<file path="src/rtl/novacore_cfg_loader.sv">
`default_nettype none
// ============================================================================
// Module      : novacore_cfg_loader
// Description : Configuration sequencer for the NovaCORE fabric. Collects
//               host bytes (valid/ready) into per-cell frames, presents each
//               frame on c_bus/c_uid and strobes it with a generated c_clk
//               pulse. After the last cell, mode switches to run.
// Ports       : clk, rst_n (async, active low)
//               start               - one-cycle load request (ignored if busy)
//               in_data/in_valid    - host byte stream
//               in_ready            - high while collecting frame bytes
//               mode                - 0 configure/hold, 1 run
//               c_bus/c_uid/c_clk   - fabric configuration port
//               busy/done/err       - load status
// Options     : NOVACORE_CFG_CHECK_EN - each frame carries a trailing XOR
//               check byte; a mismatch aborts the load and sets err.
// Revision    : 1.0 - initial release
// ============================================================================
module novacore_cfg_loader #(
   parameter int BUS_W     = 82,
   parameter int UID_W     = 9,
   parameter int NUM_CELLS = 100,
   parameter int IN_W      = 8,
   parameter int CCLK_HALF = 2
) (
   input  logic             clk,
   input  logic             rst_n,
   input  logic             start,
   input  logic [IN_W-1:0]  in_data,
   input  logic             in_valid,
   output logic             in_ready,
   output logic             mode,
   output logic [BUS_W-1:0] c_bus,
   output logic [UID_W-1:0] c_uid,
   output logic             c_clk,
   output logic             busy,
   output logic             done,
   output logic             err
);

   localparam int C_NB = (BUS_W + IN_W - 1) / IN_W;
`ifdef NOVACORE_CFG_CHECK_EN
   // All NB data bytes stay in the register; the check byte is compared, not stored.
   localparam int C_LAST  = C_NB;
   localparam int C_FRM_W = C_NB * IN_W;
`else
   // The last data byte goes straight from in_data to c_bus, so only NB-1 are stored.
   localparam int C_LAST  = C_NB - 1;
   localparam int C_FRM_W = (C_NB - 1) * IN_W;
`endif
   localparam int C_CNT_W = $clog2(C_NB + 2);
   localparam int C_PH_W  = $clog2(CCLK_HALF + 1);

   typedef enum logic [2:0] {
      S_IDLE   = 3'd0,
      S_LOAD   = 3'd1,
      S_SETUP  = 3'd2,
      S_STROBE = 3'd3,
      S_HOLD   = 3'd4,
      S_FINISH = 3'd5
   } state_t;

   state_t             r_state;
   state_t             w_state_next;
   logic [C_CNT_W-1:0] r_byte_cnt;
   logic [C_PH_W-1:0]  r_phase;
   logic [C_FRM_W-1:0] r_frame;

   logic w_accept;
   logic w_data_byte;
   logic w_last_byte;
   logic w_phase_end;
   logic w_last_cell;
   logic w_chk_ok;
   logic w_start_load;
   logic w_to_setup;
   logic w_chk_fail;
   logic w_next_cell;
   logic w_to_finish;

   assign w_accept    = (r_state == S_LOAD) && in_valid;
   assign w_last_byte = w_accept && (r_byte_cnt == C_CNT_W'(C_LAST));
   assign w_phase_end = (r_phase == C_PH_W'(CCLK_HALF - 1));
   assign w_last_cell = (c_uid == UID_W'(NUM_CELLS - 1));

`ifdef NOVACORE_CFG_CHECK_EN
   logic [IN_W-1:0] r_xor;
   assign w_data_byte = w_accept && (r_byte_cnt != C_CNT_W'(C_LAST));
   assign w_chk_ok    = (in_data == r_xor);
`else
   assign w_data_byte = w_accept;
   assign w_chk_ok    = 1'b1;
   assign err         = 1'b0;
`endif

   // ------------------------------------------------------------------------
   // State register
   // ------------------------------------------------------------------------
   always_ff @(posedge clk or negedge rst_n) begin
      if (!rst_n) r_state <= S_IDLE;
      else        r_state <= w_state_next;
   end

   // ------------------------------------------------------------------------
   // Next state and transition strobes
   // ------------------------------------------------------------------------
   always_comb begin
      w_state_next = r_state;
      in_ready     = 1'b0;
      w_start_load = 1'b0;
      w_to_setup   = 1'b0;
      w_chk_fail   = 1'b0;
      w_next_cell  = 1'b0;
      w_to_finish  = 1'b0;
      case (r_state)
         S_IDLE: begin
            if (start) begin
               w_state_next = S_LOAD;
               w_start_load = 1'b1;
            end
         end
         S_LOAD: begin
            in_ready = 1'b1;
            if (w_last_byte) begin
               if (w_chk_ok) begin
                  w_state_next = S_SETUP;
                  w_to_setup   = 1'b1;
               end else begin
                  w_state_next = S_IDLE;
                  w_chk_fail   = 1'b1;
               end
            end
         end
         S_SETUP:  if (w_phase_end) w_state_next = S_STROBE;
         S_STROBE: if (w_phase_end) w_state_next = S_HOLD;
         S_HOLD: begin
            if (w_phase_end) begin
               if (w_last_cell) begin
                  w_state_next = S_FINISH;
                  w_to_finish  = 1'b1;
               end else begin
                  w_state_next = S_LOAD;
                  w_next_cell  = 1'b1;
               end
            end
         end
         S_FINISH: w_state_next = S_IDLE;
         default:  w_state_next = S_IDLE;
      endcase
   end

   // ------------------------------------------------------------------------
   // Datapath and registered outputs
   // ------------------------------------------------------------------------
   always_ff @(posedge clk or negedge rst_n) begin
      if (!rst_n) begin
         mode       <= 1'b0;
         c_bus      <= '0;
         c_uid      <= '0;
         c_clk      <= 1'b0;
         busy       <= 1'b0;
         done       <= 1'b0;
         r_byte_cnt <= '0;
         r_phase    <= '0;
         r_frame    <= '0;
      end else begin
         done <= 1'b0;

         if (w_start_load) begin
            mode       <= 1'b0;
            c_uid      <= '0;
            busy       <= 1'b1;
            r_byte_cnt <= '0;
         end

         if (w_accept)
            r_byte_cnt <= r_byte_cnt + C_CNT_W'(1);

         // Little-endian assembly: each new byte enters at the top and the
         // register shifts down, so byte 0 ends up in the lowest lane.
         if (w_data_byte)
            r_frame <= C_FRM_W'({in_data, r_frame} >> IN_W);

         if (w_to_setup) begin
`ifdef NOVACORE_CFG_CHECK_EN
            c_bus <= r_frame[BUS_W-1:0];
`else
            c_bus <= BUS_W'({in_data, r_frame});
`endif
         end

         if ((r_state == S_SETUP) || (r_state == S_STROBE) || (r_state == S_HOLD))
            r_phase <= w_phase_end ? '0 : r_phase + C_PH_W'(1);
         else
            r_phase <= '0;

         if ((r_state == S_SETUP) && w_phase_end)  c_clk <= 1'b1;
         if ((r_state == S_STROBE) && w_phase_end) c_clk <= 1'b0;

         if (w_next_cell) begin
            c_uid      <= c_uid + UID_W'(1);
            r_byte_cnt <= '0;
         end

         if (w_to_finish) begin
            mode <= 1'b1;
            busy <= 1'b0;
            done <= 1'b1;
         end

         if (w_chk_fail)
            busy <= 1'b0;
      end
   end

`ifdef NOVACORE_CFG_CHECK_EN
   always_ff @(posedge clk or negedge rst_n) begin
      if (!rst_n) begin
         r_xor <= '0;
         err   <= 1'b0;
      end else begin
         if (w_start_load || w_next_cell) r_xor <= '0;
         else if (w_data_byte)            r_xor <= r_xor ^ in_data;
         if (w_start_load)    err <= 1'b0;
         else if (w_chk_fail) err <= 1'b1;
      end
   end
`endif

endmodule
`default_nettype wire

</file>
<file path="config.mk">
export PLATFORM = sky130hd
export DESIGN_NAME = novacore_cfg_loader
export DESIGN_NICKNAME = d
export VERILOG_FILES = /design/src/rtl/novacore_cfg_loader.sv
export SDC_FILE = /design/constraint.sdc
export NUM_CORES = 1
export LEC_CHECK = 0
export CAP_MARGIN = 25
export CORE_UTILIZATION = 50
export CTS_BUF_LIST = sky130_fd_sc_hd__clkbuf_16
export DETAILED_ROUTE_END_ITERATION = 12
export MAX_ROUTING_LAYER = met4
export PLACE_DENSITY = 0.75
export SLEW_MARGIN = 20
export SYNTH_ARGS = -nofsm -noshare
export SYNTH_HDL_FRONTEND = slang
export SYNTH_SLANG_ARGS = --single-unit
</file>
<file path="constraint.sdc">
create_clock -name clk -period 4.3 [get_ports clk]
set_input_delay 0.645 -clock clk [delete_from_list [all_inputs] [get_ports clk]]
set_output_delay 0.645 -clock clk [all_outputs]
set_load 0.1 [all_outputs]
</file>
Word level (Yosys, flattened, before mapping)

Index checks and enable logic that the tools add are counted.

Logic and storage cells: 69
Bits of input ports: 12
Memories kept: 0
Bits in read-only memories: 0
Flip-flop bits (word level): 184
Bits in writable memories: 0
Output and inout port bits: 97
Latch bits: 0

Shift-type cells: 0
Divide/modulo/power cells: 0
Muxes and demuxes: 32
Equal/unequal tests: 12
Multipliers: 0
Magnitude comparators: 0
Reduce and logical (&&, ||, !) cells: 12
Bitwise logic cells: 0
Add/sub/neg operators: 3

Operator list:

| cell                  | count |
|---|---|
| $mux W1               | 18 |
| $mux W3               | 6 |
| $mux W9               | 2 |
| $pmux W3 S5           | 1 |
| $mux W4               | 3 |
| $ne A2 B2 Y1 const B  | 5 |
| $add A9 B1 Y9 const B | 1 |
| $eq A9 B7 Y1 const B  | 1 |
| $eq A3 B2 Y1 const B  | 2 |
| $reduce_bool A2 Y1    | 3 |
| $reduce_and A5 Y1     | 1 |
| $add A4 B1 Y4 const B | 1 |
| $eq A4 B4 Y1 const B  | 1 |
| $logic_and A1 B1 Y1   | 4 |
| $mux W2               | 2 |
| $eq A3 B1 Y1 const B  | 1 |
| $eq A3 B3 Y1 const B  | 1 |
| $logic_not A3 Y1      | 1 |
| $reduce_bool A3 Y1    | 1 |
| $add A2 B1 Y2 const B | 1 |
| $eq A2 B1 Y1 const B  | 1 |
| $logic_or A1 B1 Y1    | 2 |

Longest topological paths before layout

Gate-level depths: netlist of the first run.

Word-level depth: 5
Gate-level depth with buffers: 8
Depth with buffers taken out: 6

Worst setup path after synthesis of the first run

Ideal clock, no wire load.

Path type: register to register
From: reg r_state[2]
To: reg r_frame[0]
Stages on the path, launching flop included: 8
Arrival time: 3.714 ns
Buffers on the path: 3
Required time: 4.235 ns
Library setup time: 0.065 ns
Path slack: 0.521 ns
Clock period less this slack: 3.779 ns
Cells stage by stage: dfrtp_1 -> clkbuf_1 -> nor3b_1 -> and2_1 -> clkbuf_1 -> clkbuf_1 -> nand2_1 -> nand2_1

Cells in the longest elaborated chain, start to end: 2

RTL lines:

| item                     | RTL line | source |
|---|---|---|
| start: declaration       | 63       | `state_t r_state;` |
| start signal: assignment | 101      | `else r_state <= w_state_next;` |
| $eq A3 B1 Y1             | 81       | `assign w_accept = (r_state == S_LOAD) && in_valid;` |
| $logic_and A1 B1 Y1      | 81       |  |
| end signal: assignment   | 182      | `r_frame <= C_FRM_W'({in_data, r_frame} >> IN_W);` |
| end: declaration         | 67       | `logic [C_FRM_W-1:0] r_frame;` |

No other way between the ends.
A chain may end at the register's enable or synchronous reset.

Final worst setup path of the first run

From: reg r_state[0]
To: out in_ready

Cells in the longest elaborated chain, start to end: 2

RTL lines:

| item             | RTL line | source |
|---|---|---|
| $eq A3 B1 Y1     | 115      | `case (r_state)` |
| $mux W1          | 115      |  |
| end: declaration | 31       | `output logic in_ready,` |

No other way between the ends.

==> results of run 1 <==
==> logic make-up (layout without fill, tap and decap cells) <==
kind of cell / count (synthesis) / after routing / share of synthesized area, %
compound gates: 21 / 21 / 1.99
xor+xnor: 3 / 3 / 0.367
fa+ha+maj: 3 / 3 / 0.525
buf+inv: 34 / 146 / 2.31
flops: 184 / 184 / 64.4
mux: 85 / 85 / 13.3
other cells: 1 / 1 / 0.0524
simple gates: 292 / 292 / 17.1
==> worst register-to-register path, cell delays in order, from the launching register on <==
cell and delay (ns):
dfrtp_1 0.47, nand4bb_4 0.30, nor3_4 0.20, buf_4 0.56, mux2_2 0.45
==> cell type report <==
cell class / instances / area [um2] / area share (%)
sequential: 184 / 4600 / 51.7
tap: 180 / 225 / 2.53
inverter: 3 / 11.3 / 0.126
timing repair buffer: 111 / 1120 / 12.5
multi-input combinational: 405 / 2410 / 27.1
clock inverter: 15 / 113 / 1.26
clock buffer: 17 / 425 / 4.78
==> worst max-delay path by stage <==
stage,endpoint,slack [ns],cells after the start
final,in_ready,1.22,2
after floorplan,r_frame[0],0.52,7
after CTS,in_ready,1.19,2
after global routing,in_ready,1.10,2
after detailed placement,c_bus[37],1.66,5
after global placement,in_ready,1.70,2
==> routing by layer <==
metal,share of wire [%],wire [um],vias to the layer above
met5,0,0,-
met4,1.2,165,0
met3,5.6,787,12
met2,46,6420,116
met1,47,6580,2369
li1,-,-,2232
==> synthesized netlist by cell type, drive strengths merged (3+ instances only) <==
cell type | number | area, um2
a21oi | 4 | 20.0
o21ai | 4 | 20.0
ha | 3 | 37.5
nor4 | 3 | 33.8
mux2 | 83 | 935
nand2 | 254 | 953
inv | 3 | 11.3
dfrtp | 184 | 4600
o22ai | 3 | 18.8
buf | 14 | 90.1
nor3b | 4 | 30.0
clkbuf | 17 | 63.8
nand3 | 5 | 30.0
nor2 | 8 | 32.5
==> flip-flops by register name, summed over array words and instances (netlist names) <==
name	count
busy	1
c_bus	82
c_clk	1
c_uid	9
done	1
mode	1
r_byte_cnt	4
r_frame	80
r_phase	2
r_state	3
==> through the flow <==
step | hold WS, ns | instance area, um2 | worst slack, ns
6_report | 0.262 | 8910 | 1.22
4_1_cts | 0.291 | 8910 | 1.19
2_1_floorplan | 0.349 | 7150 | 0.521
3_3_place_gp | 0.438 | 8370 | 1.70
5_1_grt | 0.321 | 8910 | 1.10
3_5_place_dp | 0.461 | 8370 | 1.66
==> cells in the final DEF, fill, tap and decap left out, types with 2 or more instances in the layout <==
cell	netlist	routed
o22ai_1	3	3
dfrtp_1	184	184
a21oi_1	4	4
nand4_1	2	2
or4_1	2	2
nor2b_1	2	2
a22o_1	2	2
nor4_1	2	2
clkdlybuf4s50_1	0	106
clkinv_1	0	4
nand2b_1	2	2
clkinv_4	0	2
inv_1	3	4
nand2_1	254	254
o21ai_0	4	4
nor2_1	7	7
o31ai_1	2	2
ha_1	3	3
clkbuf_16	0	17
mux2i_1	2	2
clkinv_2	0	3
nand3_1	4	4
buf_4	8	3
a221o_1	2	2
nor3b_1	4	4
o21a_1	2	2
clkinvlp_4	0	3
mux2_2	83	83
xnor2_1	2	2
==> results.py, run 1 <==
metrics = {
    "setup_path": {
        "cp.buffers_inverters": 1,
        "critPathMaxFanout": 9,
        "startpoint": "r_state[0]",
        "cp_data_required_time_ns": 3.65,
        "slowest_stage": "clkdlybuf4s50_1",
        "r2r_setup_slack_ns": 2.21,
        "timing.rr.start": "r_state[2]",
        "crit_chain": "nor3b_1 -> clkdlybuf4s50_1",
        "worstPathArrival_ns": 2.43,
        "path_delay_family": "buffers and inverters",
        "reg2reg_depth": 4,
        "timing_worst_setup_path_type": "reg2out",
        "critPathMaxStageDelay_ns": 1.18,
        "r2r_end": "c_bus[43]",
        "crit_path_end_kind": "output port",
        "worstSetupStartpointType": "flop",
    },
    "clock_tree": {
        "cts_htree_levels": 4,
        "path_clk_slew_ns": 0.06,
        "clk_path_buf_depth": 2,
        "cts_buffers": 17,
        "hold_buffers": 0,
        "cts_tree": "built",
        "cts.sinks": 184,
        "clock_latency_ns": 0.42,
        "cts-root-buf": "clkbuf_16",
        "cts_resized": 0,
        "postCtsSetupRepairBufs": 0,
    },
    "synth": {
        "synth_warnings": 0,
        "avgSynthCellArea_um2": 11.5,
        "ys_ff_latch": 184,
        "synth_edf_count": 0,
        "ys_async_sr_fraction_pct": 100,
        "yosys.cell_types.count": 41,
        "netlist_instances": 623,
        "synth_nets": 638,
        "synth_area_um2": 7150,
        "synth-seq-area-share_pct": 64.4,
        "synth_flop_cell": "dfrtp_1",
    },
    "die": {
        "core_um2": 13900,
        "fp.dieW_um": 122,
        "die_h_um": 122,
        "dieArea_um2": 14800,
        "io_pins": 109,
        "rows": 43,
        "start_util_pct": 51.3,
    },
    "placed_design": {
        "dp.cells": 883,
        "portBuffers": 107,
        "dp_hpwl_um": 8580,
        "routabilityCongestion": 0.789,
    },
    "routing": {
        "drt_wl_total_um": 14000,
        "via_count": 4729,
        "drt_iter0_drc": 280,
        "dr.pass1.iters": 4,
        "wl_per_cell_um": 15.2,
        "viasPerCell": 5.17,
        "drtAntennaViolNets": 0,
        "post-route-drc-count": 0,
    },
    "global_route": {
        "grt_max_degree": 97,
        "first_global_vias": 4696,
        "met3_usage_pct": 6.37,
        "grt_busiest_layer": "met2",
        "antenna_found_initial": 0,
        "grt_pass1_wl_um": 23500,
        "met2_usage_pct": 30.6,
        "met1_usage_pct": 29.1,
        "grtUsageTotal_pct": 21.2,
        "overflow": 0,
    },
    "cells_and_area": {
        "diodes": 0,
        "nFillCells": 1080,
        "area_growth_pct": 24.5,
        "layout-drive-gt1-share_pct": 16.9,
        "fin_util_pct": 63.9,
        "final_cells": 915,
        "nets": 737,
    },
    "timing": {
        "max_freq_mhz": 325,
        "tightest_slew_ns": 1.03,
        "drv_slew": 0,
        "relSlewSlack_pct": 31.0,
        "post-route-period-util_pct": 71.6,
        "final_hold_viol_count": 0,
        "rsz0062_at_grt": "no",
        "setup_tns_ns": 0,
        "skew_ns": 0.00745,
        "setup_violations": 0,
        "min_period_ns": 3.08,
    },
    "job": {
        "max_cap_viol_count": 0,
    },
    "status": {
        "outcome": "completed",
    },
    "min_path": {
        "hold_path.class": "in2async",
    },
}
Power of run 1 is left out: the tool's default activity adds up to more than one toggle a clock period on the data nets, which glitch-free logic cannot reach.
==> inputs of run 2 (changes only) <==
CORE_UTILIZATION = 48   (was 50)
clock period = 2.5 ns   (was 4.3 ns; I/O delays follow)
==> results.py, run 2 (synthesized netlist as in run 1, its figures left out) <==
metrics = {
    "global_route": {
        "antenna_found_initial": 0,
        "overflow": 0,
        "grtUsageTotal_pct": 21.1,
        "grt_pass1_wl_um": 23800,
        "grt_max_degree": 89,
        "first_global_vias": 4846,
    },
    "cells_and_area": {
        "reg_top3": "c_bus: 82 flops, r_frame: 80 flops, c_uid: 9 flops",
        "nets": 742,
        "diodes": 0,
        "mostFrequentLayoutCells": "nand2_1 (254), dfrtp_1 (184), buf_4 (99)",
        "largest-register": "c_bus",
        "area_growth_pct": 21.7,
        "largest_register_ffs": 82,
        "layout-drive-gt1-share_pct": 29.7,
        "final_common_cell": "nand2_1",
    },
    "routing": {
        "drt_wl_total_um": 14000,
        "post-route-drc-count": 0,
        "viasPerCell": 5.20,
        "dr.pass1.iters": 4,
        "drtAntennaViolNets": 0,
        "via_count": 4776,
        "wl_per_cell_um": 15.2,
        "drt_iter0_drc": 360,
    },
    "timing": {
        "max_freq_mhz": 492,
        "skew_ns": 0.00560,
        "drv_slew": 0,
        "setup_violations": 0,
        "post-route-period-util_pct": 81.4,
        "min_period_ns": 2.03,
        "tightest_slew_ns": 0.902,
        "final_hold_viol_count": 0,
        "setup_tns_ns": 0,
        "relSlewSlack_pct": 39.9,
        "rsz0062_at_grt": "no",
    },
    "status": {
        "outcome": "completed",
    },
    "clock_tree": {
        "cts_resized": 0,
        "hold_buffers": 1,
        "cts_tree": "built",
        "cts-root-buf": "clkbuf_16",
        "cts.sinks": 184,
        "cts_htree_levels": 4,
        "path_clk_slew_ns": 0.06,
        "postCtsSetupRepairBufs": 0,
        "cts_buffers": 17,
        "clock_latency_ns": 0.42,
        "clk_path_buf_depth": 2,
    },
    "min_path": {
        "whs_path_depth": 2,
        "hold_path.class": "reg2reg",
        "hold_start": "r_frame[7]",
    },
    "setup_path": {
        "timing_worst_setup_path_type": "reg2reg",
        "cp_data_required_time_ns": 2.80,
        "worstPathArrival_ns": 2.34,
        "crit_path_end_kind": "flop",
        "startpoint": "c_uid[2]",
        "reg2reg_depth": 4,
        "worstSetupStartpointType": "flop",
        "timing.rr.start": "c_uid[2]",
        "critPathMaxFanout": 9,
    },
    "job": {
        "max_cap_viol_count": 0,
    },
    "die": {
        "start_util_pct": 49.2,
        "die_h_um": 124,
        "fp.dieW_um": 124,
        "dieArea_um2": 15400,
        "io_pins": 109,
        "rows": 44,
        "core_um2": 14500,
    },
    "placed_design": {
        "portBuffers": 107,
        "dp_hpwl_um": 9160,
        "routabilityCongestion": 0.843,
    },
}
## run 2: worst paths after layout
check | slack (ns) | to
worst min-delay path | 0.47 | r_frame[7]
max in group asynchronous | 1.22 | r_frame[75]
min in group asynchronous | 0.50 | done
worst min register to register | 0.47 | r_frame[7]
worst max-delay path | 0.47 | c_uid[2]
worst max register to register | 0.47 | c_uid[2]
## run 2: cell type report
cell class / count / area (um2)
Timing Repair Buffer: 116 / 967
Multi-Input combinational cell: 405 / 2420
Clock buffer: 17 / 425
Fill cell: 1209 / 5830
Tap cell: 184 / 230
Clock inverter: 10 / 46.3
Inverter: 3 / 11.3
Sequential cell: 184 / 4600
## run 2: routing by layer
metal / global-route usage (%) / part of all wire, % / vias to the layer above
li1: - / - / 2240
met1: 26.7 / 45 / 2410
met2: 32.0 / 48 / 107
met3: 6.32 / 5.4 / 19
met4: 7.81 / 1.8 / 0
met5: - / 0 / -
## run 2: worst max-delay path, stage by stage, from the launching register on
cell and delay (ns):
dfrtp_1 0.47, or4b_4 0.58, nor4_4 0.38, nor2_2 0.12, a221o_1 0.35
## run 2: metrics by stage
step / instances / hold WS, ns / worst slack, ns / cell area (um2) / utilization (%)
after global routing: 919 / 0.497 / 0.353 / 8710 / 59.9
final: 919 / 0.470 / 0.466 / 8710 / 59.9
after floorplan: 623 / 0.0794 / 0.109 / 7170 / -
after global placement: 891 / 0.422 / 0.268 / 8220 / 56.6
after detailed placement: 891 / 0.429 / 0.239 / 8220 / 56.6
after CTS: 919 / 0.471 / 0.457 / 8710 / 59.9
Power of run 2 is left out for the same reason.
